==> src/rtl/power_integrate_pkg.sv <==
// Shared constants and helpers for the N-channel power integrator.
// Settings offsets are relative to the instance BASE address.
package power_integrate_pkg;

  localparam int SR_SCALE     = 0;
  localparam int SR_INTEGRATE = 1;
  localparam int SR_ENABLE    = 2;

  // Working width of the output scaler; accumulators up to this width are supported.
  localparam int FULL_W = 64;

  // Width of a channel tag; a single channel still needs one wire.
  function automatic int chan_width(input int num_chan);
    return (num_chan > 1) ? $clog2(num_chan) : 1;
  endfunction

  // Right-shift an accumulator and clamp it to the largest out_width-bit value.
  // Shifts past the accumulator's top bit give zero.
  function automatic logic [FULL_W-1:0] sat_shift(input logic [FULL_W-1:0] acc,
                                                  input logic [5:0]        scale,
                                                  input int                acc_width,
                                                  input int                out_width);
    logic [FULL_W-1:0] shifted;
    logic [FULL_W-1:0] limit;
    limit = (out_width >= FULL_W) ? '1 : ((FULL_W'(1) << out_width) - FULL_W'(1));
    if (int'(scale) > acc_width - 1)
      shifted = '0;
    else
      shifted = acc >> scale;
    return (shifted > limit) ? limit : shifted;
  endfunction

endpackage

==> src/rtl/power_sq_sum.sv <==
// Square-and-sum front end: S1 registers I/Q, S2 squares, S3 adds.
// The channel tag and valid travel with the data; flush drops everything in flight.
module power_sq_sum
  import power_integrate_pkg::*;
#(
  parameter int WIDTH = 16,
  parameter int CW    = 1
) (
  input  logic               clk,
  input  logic               reset,
  input  logic               flush,
  input  logic               valid_in,
  input  logic [CW-1:0]      chan_in,
  input  logic [WIDTH-1:0]   i_in,
  input  logic [WIDTH-1:0]   q_in,
  output logic               valid_out,
  output logic [CW-1:0]      chan_out,
  output logic [2*WIDTH-1:0] sum_out
);

  localparam int SW = 2 * WIDTH;

  logic                    s1_valid, s2_valid;
  logic [CW-1:0]           s1_chan, s2_chan;
  logic signed [WIDTH-1:0] s1_i, s1_q;
  logic signed [SW-1:0]    i_ext, q_ext, ii_full, qq_full;
  logic [SW-2:0]           s2_ii, s2_qq;
  logic                    unused_sign;

  // Squares are computed at full width; the top bit is always zero since
  // even (-2^(W-1))^2 fits in 2W-1 bits.
  assign i_ext       = SW'(s1_i);
  assign q_ext       = SW'(s1_q);
  assign ii_full     = i_ext * i_ext;
  assign qq_full     = q_ext * q_ext;
  assign unused_sign = ii_full[SW-1] ^ qq_full[SW-1];

  // Three register stages with valid/tag passthrough; flush empties them.
  always_ff @(posedge clk or posedge reset) begin
    if (reset) begin
      s1_valid  <= 1'b0;
      s2_valid  <= 1'b0;
      valid_out <= 1'b0;
      s1_i      <= '0;
      s1_q      <= '0;
      s1_chan   <= '0;
      s2_ii     <= '0;
      s2_qq     <= '0;
      s2_chan   <= '0;
      sum_out   <= '0;
      chan_out  <= '0;
    end else begin
      s1_valid  <= valid_in && !flush;
      s2_valid  <= s1_valid && !flush;
      valid_out <= s2_valid && !flush;
      s1_i      <= i_in;
      s1_q      <= q_in;
      s1_chan   <= chan_in;
      s2_ii     <= ii_full[SW-2:0];
      s2_qq     <= qq_full[SW-2:0];
      s2_chan   <= s1_chan;
      sum_out   <= {1'b0, s2_ii} + {1'b0, s2_qq};
      chan_out  <= s2_chan;
    end
  end

endmodule

==> src/rtl/power_integrate_nchan.sv <==
// N-channel interleaved power integrator: sums |I|^2+|Q|^2 per channel over
// 'integrate' samples and emits a scaled, saturated power word per period.
// Build option: define POWER_INTEGRATE_PEAK_HOLD_EN to build peak tracking.
module power_integrate_nchan
  import power_integrate_pkg::*;
#(
  parameter int BASE      = 0,
  parameter int WIDTH     = 16,
  parameter int NUM_CHAN  = 1,
  parameter int ACC_WIDTH = 48,
  parameter int OUT_WIDTH = 32
) (
  input  logic                              clk,
  input  logic                              reset,
  input  logic                              run,
  input  logic                              set_stb,
  input  logic [7:0]                        set_addr,
  input  logic [31:0]                       set_data,
  input  logic [WIDTH-1:0]                  i_in,
  input  logic [WIDTH-1:0]                  q_in,
  input  logic [chan_width(NUM_CHAN)-1:0]   chan_in,
  input  logic                              strobe_in,
  output logic [OUT_WIDTH-1:0]              power_out,
  output logic [chan_width(NUM_CHAN)-1:0]   chan_out,
  output logic [OUT_WIDTH-1:0]              peak_out,
  output logic                              overflow_out,
  output logic                              strobe_out
);

  localparam int CW = chan_width(NUM_CHAN);
  localparam int SW = 2 * WIDTH;

  logic [5:0]  scale;
  logic [15:0] integrate, integ_eff;
  logic        enable, en_toggle, clear, sq_valid;
  logic        unused_bits;

  // Dropping run or flipping enable restarts every channel and empties the pipe.
  assign en_toggle = set_stb && (set_addr == 8'(BASE + SR_ENABLE)) && (set_data[0] != enable);
  assign clear     = !run || en_toggle;
  assign integ_eff = (integrate == 16'd0) ? 16'd1 : integrate;
  assign sq_valid  = strobe_in && enable && (32'(chan_in) < NUM_CHAN);

  // Settings-bus registers.
  always_ff @(posedge clk or posedge reset) begin
    if (reset) begin
      scale     <= '0;
      integrate <= '0;
      enable    <= 1'b0;
    end else if (set_stb) begin
      if (set_addr == 8'(BASE + SR_SCALE))     scale     <= set_data[5:0];
      if (set_addr == 8'(BASE + SR_INTEGRATE)) integrate <= set_data[15:0];
      if (set_addr == 8'(BASE + SR_ENABLE))    enable    <= set_data[0];
    end
  end

  logic          s3_valid;
  logic [CW-1:0] s3_chan;
  logic [SW-1:0] s3_sum;

  power_sq_sum #(.WIDTH(WIDTH), .CW(CW)) u_sq_sum (
    .clk       (clk),
    .reset     (reset),
    .flush     (clear),
    .valid_in  (sq_valid),
    .chan_in   (chan_in),
    .i_in      (i_in),
    .q_in      (q_in),
    .valid_out (s3_valid),
    .chan_out  (s3_chan),
    .sum_out   (s3_sum)
  );

  // Per-channel state; 'primed' is the complement of the first-sample flag so
  // that reset clears it like every other register.
  logic [ACC_WIDTH-1:0] acc_rd    [0:NUM_CHAN-1];
  logic [15:0]          count_rd  [0:NUM_CHAN-1];
  logic                 ovf_rd    [0:NUM_CHAN-1];
  logic                 primed_rd [0:NUM_CHAN-1];

  logic [ACC_WIDTH:0]   acc_sum;
  logic [ACC_WIDTH-1:0] new_acc;
  logic [15:0]          new_count;
  logic                 new_ovf, dump;

  // S4 read-modify-write of the channel carried by the S3 sample.
  always_comb begin
    acc_sum   = {1'b0, acc_rd[s3_chan]} + (ACC_WIDTH+1)'(s3_sum);
    new_acc   = acc_sum[ACC_WIDTH-1:0];
    new_ovf   = ovf_rd[s3_chan];
    new_count = count_rd[s3_chan] + 16'd1;
    if (!primed_rd[s3_chan]) begin
      new_acc   = ACC_WIDTH'(s3_sum);
      new_ovf   = 1'b0;
      new_count = 16'd1;
    end else if (acc_sum[ACC_WIDTH]) begin
      new_acc = '1;
      new_ovf = 1'b1;
    end
    dump = new_count >= integ_eff;
  end

`ifdef POWER_INTEGRATE_PEAK_HOLD_EN
  logic [SW-1:0] peak_rd [0:NUM_CHAN-1];
  logic [SW-1:0] new_peak;

  // Running maximum of the instantaneous power for the S3 sample's channel.
  always_comb begin
    new_peak = peak_rd[s3_chan];
    if (!primed_rd[s3_chan] || (s3_sum > new_peak)) new_peak = s3_sum;
  end
`endif

  genvar gi;
  for (gi = 0; gi < NUM_CHAN; gi = gi + 1) begin : g_chan
    logic [ACC_WIDTH-1:0] acc;
    logic [15:0]          count;
    logic                 ovf, primed, hit;

    assign hit = s3_valid && (s3_chan == CW'(gi));

    // One channel's totals; a dump leaves it unprimed for the next period.
    always_ff @(posedge clk or posedge reset) begin
      if (reset) begin
        acc    <= '0;
        count  <= '0;
        ovf    <= 1'b0;
        primed <= 1'b0;
      end else if (clear) begin
        count  <= '0;
        primed <= 1'b0;
      end else if (hit) begin
        acc    <= new_acc;
        count  <= new_count;
        ovf    <= new_ovf;
        primed <= !dump;
      end
    end

    assign acc_rd[gi]    = acc;
    assign count_rd[gi]  = count;
    assign ovf_rd[gi]    = ovf;
    assign primed_rd[gi] = primed;

`ifdef POWER_INTEGRATE_PEAK_HOLD_EN
    logic [SW-1:0] peak;

    // This channel's peak, updated alongside its accumulator.
    always_ff @(posedge clk or posedge reset) begin
      if (reset)              peak <= '0;
      else if (!clear && hit) peak <= new_peak;
    end

    assign peak_rd[gi] = peak;
`endif
  end

  logic                 s4_valid, s4_ovf;
  logic [CW-1:0]        s4_chan;
  logic [ACC_WIDTH-1:0] s4_acc;
  logic [FULL_W-1:0]    shifted_full;

  assign shifted_full = sat_shift(FULL_W'(s4_acc), scale, ACC_WIDTH, OUT_WIDTH);
  assign unused_bits  = ^{set_data[31:16], shifted_full[FULL_W-1:OUT_WIDTH]};

`ifdef POWER_INTEGRATE_PEAK_HOLD_EN
  logic [SW-1:0] s4_peak;

  // Snapshot of the dumping channel's peak.
  always_ff @(posedge clk or posedge reset) begin
    if (reset)                 s4_peak <= '0;
    else if (s3_valid && dump) s4_peak <= new_peak;
  end
`endif

  // S4 snapshot of the dumping channel, so the channel itself can restart at once.
  always_ff @(posedge clk or posedge reset) begin
    if (reset) begin
      s4_valid <= 1'b0;
      s4_chan  <= '0;
      s4_acc   <= '0;
      s4_ovf   <= 1'b0;
    end else begin
      s4_valid <= s3_valid && dump && !clear;
      if (s3_valid && dump) begin
        s4_chan <= s3_chan;
        s4_acc  <= new_acc;
        s4_ovf  <= new_ovf;
      end
    end
  end

  // S5 output register: bypass passes raw samples, otherwise scaled period results.
  always_ff @(posedge clk or posedge reset) begin
    if (reset) begin
      power_out    <= '0;
      chan_out     <= '0;
      overflow_out <= 1'b0;
      strobe_out   <= 1'b0;
`ifdef POWER_INTEGRATE_PEAK_HOLD_EN
      peak_out     <= '0;
`endif
    end else if (!enable) begin
      power_out    <= OUT_WIDTH'({i_in, q_in});
      chan_out     <= chan_in;
      overflow_out <= 1'b0;
      strobe_out   <= strobe_in;
`ifdef POWER_INTEGRATE_PEAK_HOLD_EN
      peak_out     <= '0;
`endif
    end else begin
      strobe_out <= s4_valid && !clear;
      if (s4_valid) begin
        power_out    <= shifted_full[OUT_WIDTH-1:0];
        chan_out     <= s4_chan;
        overflow_out <= s4_ovf;
`ifdef POWER_INTEGRATE_PEAK_HOLD_EN
        peak_out     <= OUT_WIDTH'(s4_peak);
`endif
      end
    end
  end

`ifndef POWER_INTEGRATE_PEAK_HOLD_EN
  assign peak_out = '0;
`endif

endmodule

==> config.mk <==
export PLATFORM = sky130hd
export DESIGN_NAME = power_integrate_nchan
export DESIGN_NICKNAME = d
export VERILOG_FILES = /design/src/rtl/power_integrate_pkg.sv /design/src/rtl/power_sq_sum.sv /design/src/rtl/power_integrate_nchan.sv
export SDC_FILE = /design/constraint.sdc
export NUM_CORES = 2
export LEC_CHECK = 0
export CAP_MARGIN = 20
export CELL_PAD_IN_SITES_DETAIL_PLACEMENT = 0
export CELL_PAD_IN_SITES_GLOBAL_PLACEMENT = 2
export CORE_AREA = 2 2 380 382
export DETAILED_ROUTE_END_ITERATION = 10
export DIE_AREA = 0 0 382 384
export PLACE_DENSITY = 0.63
export SYNTH_ARGS = -nofsm -noshare
export SYNTH_HDL_FRONTEND = slang
export SYNTH_HIERARCHICAL = 1
export SYNTH_SLANG_ARGS = --single-unit
export TNS_END_PERCENT = 30
==> constraint.sdc <==
create_clock -name clk -period 8.93 [get_ports clk]
set_input_delay 1.3395 -clock clk [delete_from_list [all_inputs] [get_ports clk]]
set_output_delay 1.3395 -clock clk [all_outputs]
set_load 0.01 [all_outputs]
==> results_dict.tcl <==
set metrics [dict create \
    fin_cells 5707 \
    cpMostUsedCell "fa_1" \
    grt_max_degree 113 \
    numCtsBuffers 37 \
    die_h_um 384 \
    synth_warnings 6 \
    crit_start "u_sq_sum/s1_i[3]" \
    grt_pass1_wl_um 168000 \
    postCtsHoldBufs 0 \
    combPwrFrac_pct 79.0 \
    holdWs_ps 350 \
    reg2reg_depth 18 \
    fin_setup_tns_ps 0 \
    ys_seq_area_share_pct 21.5 \
    dr_wl_met3_um 4190 \
    hold_violations 0 \
    dp_cells 5634 \
    wl_met1_um 50000 \
    intPower_uw 8460 \
    synthDistinctLibCells 106 \
    die_area_mm2 0.147 \
    htreeDepth 2 \
    worstPathCellList "inv_1 > nor2_1 > fa_1 > inv_1 > fa_1 > fa_1 > fa_1 > fa_1 > fa_1 > inv_1 > ha_1 > a21oi_1 > a21oi_1 > a311oi_1 > a31oi_1 > a41o_1 > and3_1 > a211oi_1" \
    regToRegSetupSlack_ps 1780 \
    cp.arrival_ps 7610 \
    core_area_mm2 0.143 \
    drtIter0Drc 1391 \
    final_max_slew_viol_count 0 \
    path_depth 18 \
    netlist_area_mm2 0.0355 \
    clock_skew_ps 15.4 \
    nets 4559 \
    gp_congestion 0.815 \
    crit_path_end "u_sq_sum/s2_ii[30]" \
    async_flop_share_pct 100 \
    dp_hpwl_um 85000 \
    ys.flop_type "dfrtp_1" \
    status "finished clean" \
    synth.ff_latch_count 305 \
    area_growth_pct 11.4 \
    swShare_pct 51.0 \
    start_kind "register" \
    postSynthCellCount 3751 \
    hp-class "register to register" \
    max-slew-margin-rel_pct 29.1 \
    clkTransAtPathRegs_ps 60 \
    ir_drop_v 0.000423 \
    rr_startpoint "u_sq_sum/s1_i[3]" \
    slowest_delay_ps 800 \
    worstMarginPinSlew_ps 1060 \
    cts_tree "yes" \
    leakage_uw 0.0187 \
    ant_nets 0 \
    p_total_uw 17300 \
    reg2reg_to "u_sq_sum/s2_ii[30]" \
    setup_viol 0 \
    drc_errors 0 \
    power.density_mw_per_mm2 437 \
    wl_met2_um 51100 \
    fin_crit_ps 7150 \
    drt-total-wl_um 107000 \
    crit_type "register to register" \
    timing.final.crit_share_pct 80.0 \
    initial_utilization_pct 24.9 \
    via_per_inst 4.54 \
    grt_use_total_pct 14.8 \
    post_cts_buffers 0 \
    wire_per_inst_um 18.7 \
    dieWidth_um 382 \
    path_buf_inv 3 \
    antenna_found_initial 9 \
    setup_slack_ps 1780 \
    ctsResizeCount 0 \
    num_io_pins 145 \
    cp_slowest_cell "dfrtp_1" \
    root_buffer "clkbuf_16" \
    dr.pass1.iters 7 \
    insertion_delay_ps 570 \
    maxCapViolCount 0 \
    power.clock.fraction_pct 8.7 \
    num_vias 25905 \
    rows 139 \
    cts_buffer_depth 3 \
    cp_top_family "adder cells" \
    switchingPower_uw 8810 \
    place_ws_ps 1810 \
    overflow 0 \
    path_max_fanout 12 \
    max_clock_freq_ghz 0.140 \
    worstSetupEndpointType "register" \
    rsz0062_at_grt "no" \
    synth_edf_count 0 \
    drive_above_1_share_pct 6.32 \
    io_buffers 96 \
    seqPwrFrac_pct 12.3 \
    cts_sinks 305 \
    grt_pass1_vias 27823 \
    avgSynthCellArea_um2 9.46 \
    required_ps 9390 \
    highest_layer "met5" \
]
routing by layer:
layer / up-vias / GRT usage [%]
met5: - / 0
met1: 13233 / 20.5
met3: 76 / 2.17
li1: 12239 / -
met4: 6 / 2.36
met2: 351 / 24.8
layout make-up:
type,count,area (um^2)
Clock inverter,15,140
Clock buffer,51,1050
Sequential cell,305,7640
Multi-Input combinational cell,2589,24400
Timing Repair Buffer,128,1220
Inverter,710,2680
Antenna cell,6,15.0
Tap cell,1903,2380
Fill cell,15295,103000
cell families (layout without fill, tap and decap cells):
| kind of cell | Yosys count | after routing | synth area share (%) |
|---|---|---|---|
| XOR/XNOR | 145 | 145 | 3.58 |
| AO/OA/AOI/OAI | 650 | 650 | 12.6 |
| multiplexers | 147 | 147 | 5.70 |
| adder cells (fa/ha/maj) | 710 | 710 | 34.8 |
| other | 1 | 38 | 0.0106 |
| flip-flops | 305 | 305 | 21.5 |
| AND/OR/NAND/NOR | 905 | 905 | 11.7 |
| buffers and inverters | 888 | 904 | 10.1 |
how the worst min path moves through the flow:
stage / end / from / cells past startpoint
floorplan: u_sq_sum/chan_out / u_sq_sum/s2_chan / 0
global placement: u_sq_sum/s2_chan / u_sq_sum/s1_chan / 0
detailed placement: u_sq_sum/chan_out / u_sq_sum/s2_chan / 0
CTS: u_sq_sum/chan_out / u_sq_sum/s2_chan / 0
global route: u_sq_sum/chan_out / u_sq_sum/s2_chan / 0
finish: u_sq_sum/chan_out / u_sq_sum/s2_chan / 0
per-stage QoR:
step | area [um^2] | utilization, %
floorplan | 35600 | -
global placement | 38300 | 26.8
detailed placement | 38300 | 26.8
CTS | 39500 | 27.7
global route | 39500 | 27.7
finish | 39500 | 27.7
state kept, by name (all words and copies together) (netlist names), 6 cells and up:
| signal | flops |
|---|---|
| acc_rd | 48 |
| s4_acc | 48 |
| power_out | 32 |
| u_sq_sum/sum_out | 32 |
| u_sq_sum/s2_ii | 30 |
| u_sq_sum/s2_qq | 30 |
| count_rd | 16 |
| integrate | 16 |
| u_sq_sum/s1_i | 16 |
| u_sq_sum/s1_q | 16 |
| scale | 6 |
placed cells by master (no fill, tap or decap), drive strengths merged, types with 27 or more instances in the layout:
master and count:
a21o 56, a21oi 145, a31oi 28, and2 72, buf 32, clkbuf 51
clkdlybuf4s50 96, conb 32, dfrtp 305, fa 462, ha 248, inv 708
mux2 44, mux2i 65, mux4 38, nand2 327, nand3 41, nor2 261
nor2b 27, nor3 57, o21ai 133, o22ai 28, o31ai 45, xnor2 93
xor2 52
synthesized netlist by cell type, drive strengths merged (38+ instances only):
cell type / count / area (um^2)
mux2: 44 / 503
clkbuf: 103 / 389
nor2: 261 / 982
fa: 462 / 9250
xnor2: 93 / 815
mux2i: 65 / 663
ha: 248 / 3100
and2: 72 / 450
nand2: 327 / 1230
nand3: 41 / 210
nor3: 57 / 290
o21ai: 133 / 666
mux4: 38 / 856
buf: 75 / 526
xor2: 52 / 455
inv: 704 / 2640
a21o: 56 / 422
dfrtp: 305 / 7630
a21oi: 145 / 737
o31ai: 45 / 338
power groups by stage:
| stage | clock network (uW) | registers [uW] | logic [uW] |
|---|---|---|---|
| 3_3_place_gp | 0 | 2160 | 13900 |
| 4_1_cts | 1560 | 2130 | 14000 |
| 6_report | 1510 | 2120 | 13600 |
| 3_5_place_dp | 0 | 2150 | 13900 |
| 2_1_floorplan | 0 | 1970 | 10600 |
| 5_1_grt | 1620 | 2150 | 15700 |
No activity file was read; power rests on OpenSTA's default activity.
